**src/rtl/decoder_pkg.sv**
```systemverilog
// Shared types and constants for the 4-to-16 streaming one-hot decoder.
package decoder_pkg;

  localparam int unsigned DEC_WIDTH_IN  = 4;
  localparam int unsigned DEC_WIDTH_OUT = 16;

  typedef enum logic [1:0] {
    PASS  = 2'd0,
    DRAIN = 2'd1,
    SCAN  = 2'd2
  } dec_state_e;

  typedef logic [DEC_WIDTH_IN-1:0]  dec_idx_t;
  typedef logic [DEC_WIDTH_OUT-1:0] dec_onehot_t;

endpackage

```
**src/rtl/decoder416_stream_skid_buffer.sv**
```systemverilog
// Generic two-entry valid/ready buffer (output register plus one skid slot)
// with a registered ready that the owner can gate off via allow_i.
module skid_buffer #(
  parameter int unsigned DATA_W = 4
) (
  input  logic              clk,
  input  logic              rst_n,
  input  logic              allow_i,
  input  logic              in_valid_i,
  output logic              in_ready_o,
  input  logic [DATA_W-1:0] in_data_i,
  output logic              out_valid_o,
  input  logic              out_ready_i,
  output logic [DATA_W-1:0] out_data_o,
  output logic              skid_full_o
);

  logic              out_valid_q, out_valid_d;
  logic [DATA_W-1:0] out_data_q,  out_data_d;
  logic              skid_valid_q, skid_valid_d;
  logic [DATA_W-1:0] skid_data_q,  skid_data_d;
  logic              ready_q, ready_d;
  logic              accept, pop;

  assign accept = in_valid_i && ready_q;
  assign pop    = out_valid_q && out_ready_i;

  // ready_q tracks !skid_valid_q, so an accept never coincides with a full skid
  always_comb begin
    out_valid_d  = out_valid_q;
    out_data_d   = out_data_q;
    skid_valid_d = skid_valid_q;
    skid_data_d  = skid_data_q;
    if (pop) begin
      if (skid_valid_q) begin
        out_data_d   = skid_data_q;
        skid_valid_d = 1'b0;
      end else if (accept) begin
        out_data_d = in_data_i;
      end else begin
        out_valid_d = 1'b0;
      end
    end else if (accept) begin
      if (!out_valid_q) begin
        out_valid_d = 1'b1;
        out_data_d  = in_data_i;
      end else begin
        skid_valid_d = 1'b1;
        skid_data_d  = in_data_i;
      end
    end
    ready_d = allow_i && !skid_valid_d;
  end

  always_ff @(posedge clk or negedge rst_n) begin
    if (!rst_n) begin
      out_valid_q  <= 1'b0;
      out_data_q   <= '0;
      skid_valid_q <= 1'b0;
      skid_data_q  <= '0;
      ready_q      <= 1'b0;
    end else begin
      out_valid_q  <= out_valid_d;
      out_data_q   <= out_data_d;
      skid_valid_q <= skid_valid_d;
      skid_data_q  <= skid_data_d;
      ready_q      <= ready_d;
    end
  end

  assign in_ready_o  = ready_q;
  assign out_valid_o = out_valid_q;
  assign out_data_o  = out_data_q;
  assign skid_full_o = skid_valid_q;

endmodule

```
**src/rtl/decoder416_stream.sv**
```systemverilog
// Registered 4-to-16 one-hot decoder with valid/ready on both sides and an
// autonomous scan mode that walks a single hot bit across the outputs.
module decoder416_stream
  import decoder_pkg::*;
#(
  parameter  int unsigned WIDTH_IN  = DEC_WIDTH_IN,
  parameter  int unsigned SCAN_LAST = 15,
  localparam int unsigned WIDTH_OUT = 2 ** WIDTH_IN
) (
  input  logic                 clk,
  input  logic                 rst_n,
  input  logic                 inValid,
  output logic                 inReady,
  input  logic [WIDTH_IN-1:0]  dataIn,
  input  logic                 scanEn,
  output logic                 outValid,
  input  logic                 outReady,
  output logic [WIDTH_OUT-1:0] dataOut,
  output logic                 scanActive
);

  if (SCAN_LAST >= WIDTH_OUT) begin : g_bad_scan_last
    $error("SCAN_LAST must be less than 2**WIDTH_IN");
  end

  dec_state_e          state_q, state_d;
  logic [WIDTH_IN-1:0] scan_idx_q, scan_idx_d;

  logic                sb_valid, sb_ready_in, sb_full;
  logic [WIDTH_IN-1:0] sb_data;
  logic                in_scan, out_xfer;
  logic [WIDTH_IN-1:0] out_idx;

  assign in_scan  = (state_q == SCAN);
  assign out_xfer = outValid && outReady;

  skid_buffer #(
    .DATA_W (WIDTH_IN)
  ) u_skid (
    .clk         (clk),
    .rst_n       (rst_n),
    .allow_i     (state_d == PASS),
    .in_valid_i  (inValid),
    .in_ready_o  (sb_ready_in),
    .in_data_i   (dataIn),
    .out_valid_o (sb_valid),
    .out_ready_i (outReady && !in_scan),
    .out_data_o  (sb_data),
    .skid_full_o (sb_full)
  );

  // Mode control: DRAIN empties the buffer before SCAN takes the output
  always_comb begin
    state_d    = state_q;
    scan_idx_d = scan_idx_q;
    unique case (state_q)
      PASS: begin
        if (scanEn) state_d = DRAIN;
      end
      DRAIN: begin
        if (!sb_full && (!sb_valid || out_xfer)) begin
          if (scanEn) begin
            state_d    = SCAN;
            scan_idx_d = '0;
          end else begin
            state_d = PASS;
          end
        end
      end
      SCAN: begin
        if (out_xfer) begin
          scan_idx_d = (scan_idx_q == WIDTH_IN'(SCAN_LAST)) ? '0
                                                            : scan_idx_q + WIDTH_IN'(1);
          if (!scanEn) state_d = PASS;
        end
      end
      default: state_d = PASS;
    endcase
  end

  always_ff @(posedge clk or negedge rst_n) begin
    if (!rst_n) begin
      state_q    <= PASS;
      scan_idx_q <= '0;
    end else begin
      state_q    <= state_d;
      scan_idx_q <= scan_idx_d;
    end
  end

  assign out_idx    = in_scan ? scan_idx_q : sb_data;
  assign outValid   = in_scan || sb_valid;
  assign dataOut    = outValid ? (WIDTH_OUT'(1) << out_idx) : '0;
  assign inReady    = sb_ready_in;
  assign scanActive = in_scan;

endmodule

```
**config.mk**
```make
export PLATFORM = sky130hd
export DESIGN_NAME = decoder416_stream
export DESIGN_NICKNAME = d
export VERILOG_FILES = /design/src/rtl/decoder_pkg.sv /design/src/rtl/decoder416_stream_skid_buffer.sv /design/src/rtl/decoder416_stream.sv
export SDC_FILE = /design/constraint.sdc
export NUM_CORES = 1
export LEC_CHECK = 0
export BUFFER_PORTS_ARGS = -buffer_cell sky130_fd_sc_hd__buf_2
export CORE_MARGIN = 3
export CORE_UTILIZATION = 50
export DETAILED_ROUTE_END_ITERATION = 10
export PLACE_DENSITY = 0.72
export SYNTH_ARGS = -nofsm -noshare
export SYNTH_HDL_FRONTEND = slang
export SYNTH_SLANG_ARGS = --single-unit
```
**constraint.sdc**
```tcl
create_clock -name clk -period 2.5 [get_ports clk]
set_clock_uncertainty 0.15 [all_clocks]
set_input_delay 0.25 -clock clk [delete_from_list [all_inputs] [get_ports clk]]
set_output_delay 0.25 -clock clk [all_outputs]
set_load 0.05 [all_outputs]
```
==> results.tsv <==
stage	metric	value	unit
synth	yosysWarnings	0	
place	place_congestion	0.8464	
floorplan	die_area	0.002731	mm²
sta	hold_viol_final	0	
synth	synthCells	114	
sta	drv_slew	0	
synth	synth_top_cell_area_share	39.77	%
global_routing	groute.usage.overall	19.63	%
routing	drc_errors	0	
setup_path	cp.required	2.10	ns
place	placed_area	0.001219	mm²
setup_path	cp_slowest_cell	dfrtp_1	
clock_network	htreeDepth	1	
sta	slew_headroom	70.09	%
synth	synth_nets	124	
setup_path	regToRegEndpoint	u_skid.skid_data_q[1]	
cells_and_area	area_growth	17.66	%
floorplan	die_w	52.26	µm
setup_path	cp_slowest_stage_delay	0.44	ns
synth	yosys-top-cells-count	nor2_1 (24), dfrtp_1 (17), nand2_1 (8)	
routing	dr.pass1.iters	4	
setup_path	ff2ff_path_depth	5	
synth	syn_area	0.001070	mm²
routing	ant_nets	0	
routing	wire_per_inst	14.37	µm
clock_network	cts_tree	yes	
sta	timing.final.crit_share	95.03	%
min_path	hp-class	input pin to register	
clock_network	cts.sinks	17	
synth	synthFlopType	dfrtp_1	
synth	ys_seq_area_share	39.77	%
synth	yosysUniqueCellTypes	37	
floorplan	initial_core_util	53.44	%
cells_and_area	layout-drive-gt1-share	30.07	%
routing	wl	2.443	mm
cells_and_area	layout.nets	154	
setup_path	start_kind	register	
floorplan	die_h	52.26	µm
setup_path	crit_chain	nand2b_2 > and3_1 > a32oi_1 > nor2_1 > buf_2	
cells_and_area	diodes	0	
power_and_ir_drop	powerDensity	1281	mW/mm²
sta	finalSetupViolCount	0	
sta	period_needed	2.376	ns
synth	ys_top_cells_by_area	dfrtp_1 (40%), nor2_1 (8.4%), mux2_4 (5.6%), o221a_1 (4.2%), a31oi_1 (2.9%)	
sta	final.setup.tns	0	ns
global_routing	antenna_found_initial	0	
power_and_ir_drop	p_leak	0.0006090	µW
floorplan	core	0.002002	mm²
outcome	status	complete, no violations	
clock_network	cts_buffer_depth	2	
min_path	hold_start	dataIn[0]	
setup_path	crit_type	register to output port	
clock_network	insertion_delay	0.29	ns
place	io_buffers	27	
min_path	min_path_cells	2	
cells_and_area	post-route-util	62.88	%
synth	syn_area_per_cell	9.384	µm²
synth	synth.most_common_cell	nor2_1	
global_routing	grt_first_pass_wirelength	3.988	mm
setup_path	reg2reg_from	state_q[0]	
run	maxCapViolCount	0	
synth	synth_enable_flop_cells	0	
power_and_ir_drop	ir_drop	0.7879	mV
global_routing	grt-ovfl-total	0	
routing	avgViaCountPerCell	5.641	
place	hpwl	1.839	mm
synth	synth_seq_cells	17	
clock_network	cts-buffers-inserted	3	
cells_and_area	fin_area	0.001259	mm²
routing	drtIter0Drc	23	
clock_network	path_clk_slew	0.11	ns
clock_network	postCtsSetupBuffers	0	
routing	dr_total_vias	959	
floorplan	rows	16	
setup_path	rrSetupSlack	0.56	ns
sta	worstMarginPinSlew	0.4487	ns
clock_network	cts_root_buf	clkbuf_4	
setup_path	worstPathArrival	1.98	ns
power_and_ir_drop	finalPower	1613	µW
setup_path	endpoint_kind	output port	
sta	rsz0062_at_grt	false	
synth	synth_area_leader_cell	dfrtp_1	
sta	fmax	0.4209	GHz
min_path	hold_end	u_skid.skid_data_q[0]	
global_routing	grt_pass1_vias	849	
setup_path	critPathMaxFanout	13	
floorplan	io_pins	28	
global_routing	grt_max_degree	18	
synth	synth-async-reset-ratio	100.0	%
power by group:
| part | leakage [µW] | internal (µW) | switching [µW] |
|---|---|---|---|
| registers | 0.000209 | 393 | 157 |
| logic | 0.000383 | 326 | 585 |
| clock network | 0.0000177 | 59.5 | 92.0 |
cell type report:
type / count / area (µm²)
multi-input cells: 87 / 594.3
repair buffers: 29 / 152.6
inverters: 6 / 25.02
flip-flops and latches: 17 / 425.4
well taps: 27 / 33.78
fillers: 184 / 743.2
clock buffers: 3 / 22.52
clock inverters: 1 / 5.005
how the worst max path moves through the flow:
stage	startpoint	endpoint	slack, ns	cells past startpoint
finish	state_q[0]	dataOut[13]	0.12	5
global placement	state_q[0]	dataOut[5]	0.48	5
global route	state_q[0]	dataOut[13]	0.03	5
CTS	state_q[0]	dataOut[13]	0.04	5
detailed placement	state_q[0]	dataOut[13]	0.37	5
floorplan	state_q[0]	dataOut[0]	0.28	5
cell families (layout without fill, tap and decap cells):
kind of cell,Yosys count,count (layout),share of synthesized area (%)
buffers and inverters,10,39,4.912
AO/OA/AOI/OAI,29,29,23.04
AND/OR/NAND/NOR,53,53,25.50
adder cells (fa/ha/maj),1,1,1.169
flip-flops,17,17,39.77
multiplexers,4,4,5.614
per-layer routing:
metal	GRT usage, %	share of wire [%]	up-vias
li1	-	-	480
met1	26.73	49	448
met2	31.17	45	29
met3	3.989	5.9	2
met4	6.383	0.41	0
met5	0	0	-
worst max-delay path, delay by kind of cell (launching register included):
family | cells | cell delay [ns]
AOI/OAI and AO/OA | 1 | 0.33
buffers and inverters | 1 | 0.23
DFF | 1 | 0.44
and+or+nand+nor | 3 | 0.69
sequential cells by signal, indices dropped and copies added (netlist names):
signal and cells:
u_skid.in_ready_o 1, u_skid.skid_full_o 1, u_skid.skid_data_q 4, u_skid.out_data_o 4, state_q 2, scan_idx_q 4, u_skid.out_valid_o 1
through the flow:
| step | setup WS (ns) | hold WS, ns | instances |
|---|---|---|---|
| floorplan | 0.2763 | -0.1956 | 114 |
| global placement | 0.4850 | 0.04856 | 165 |
| detailed placement | 0.3687 | 0.05165 | 165 |
| CTS | 0.03610 | 0.04852 | 170 |
| global route | 0.02521 | 0.03306 | 170 |
| finish | 0.1243 | 0.05326 | 170 |
placed cells by master (no fill, tap or decap), types with 4 or more instances in the layout:
cell type / netlist / final
dfrtp_1: 17 / 17
nor3b_1: 4 / 4
o221a_1: 4 / 4
a21oi_1: 5 / 5
inv_1: 5 / 5
or3_1: 4 / 4
a31oi_1: 5 / 5
mux2_4: 4 / 4
nand2_1: 8 / 8
nor2_1: 24 / 24
buf_2: 1 / 27
what timing repair did:
action | 4_1_cts | 5_1_grt
gates resized for setup | 0 | 1
hold buffers | 1 | 0
endpoints found under the hold margin | 17 | 0
endpoints found under the setup margin | 0 | 13
Note: power is estimated with default switching activity, not from simulation.
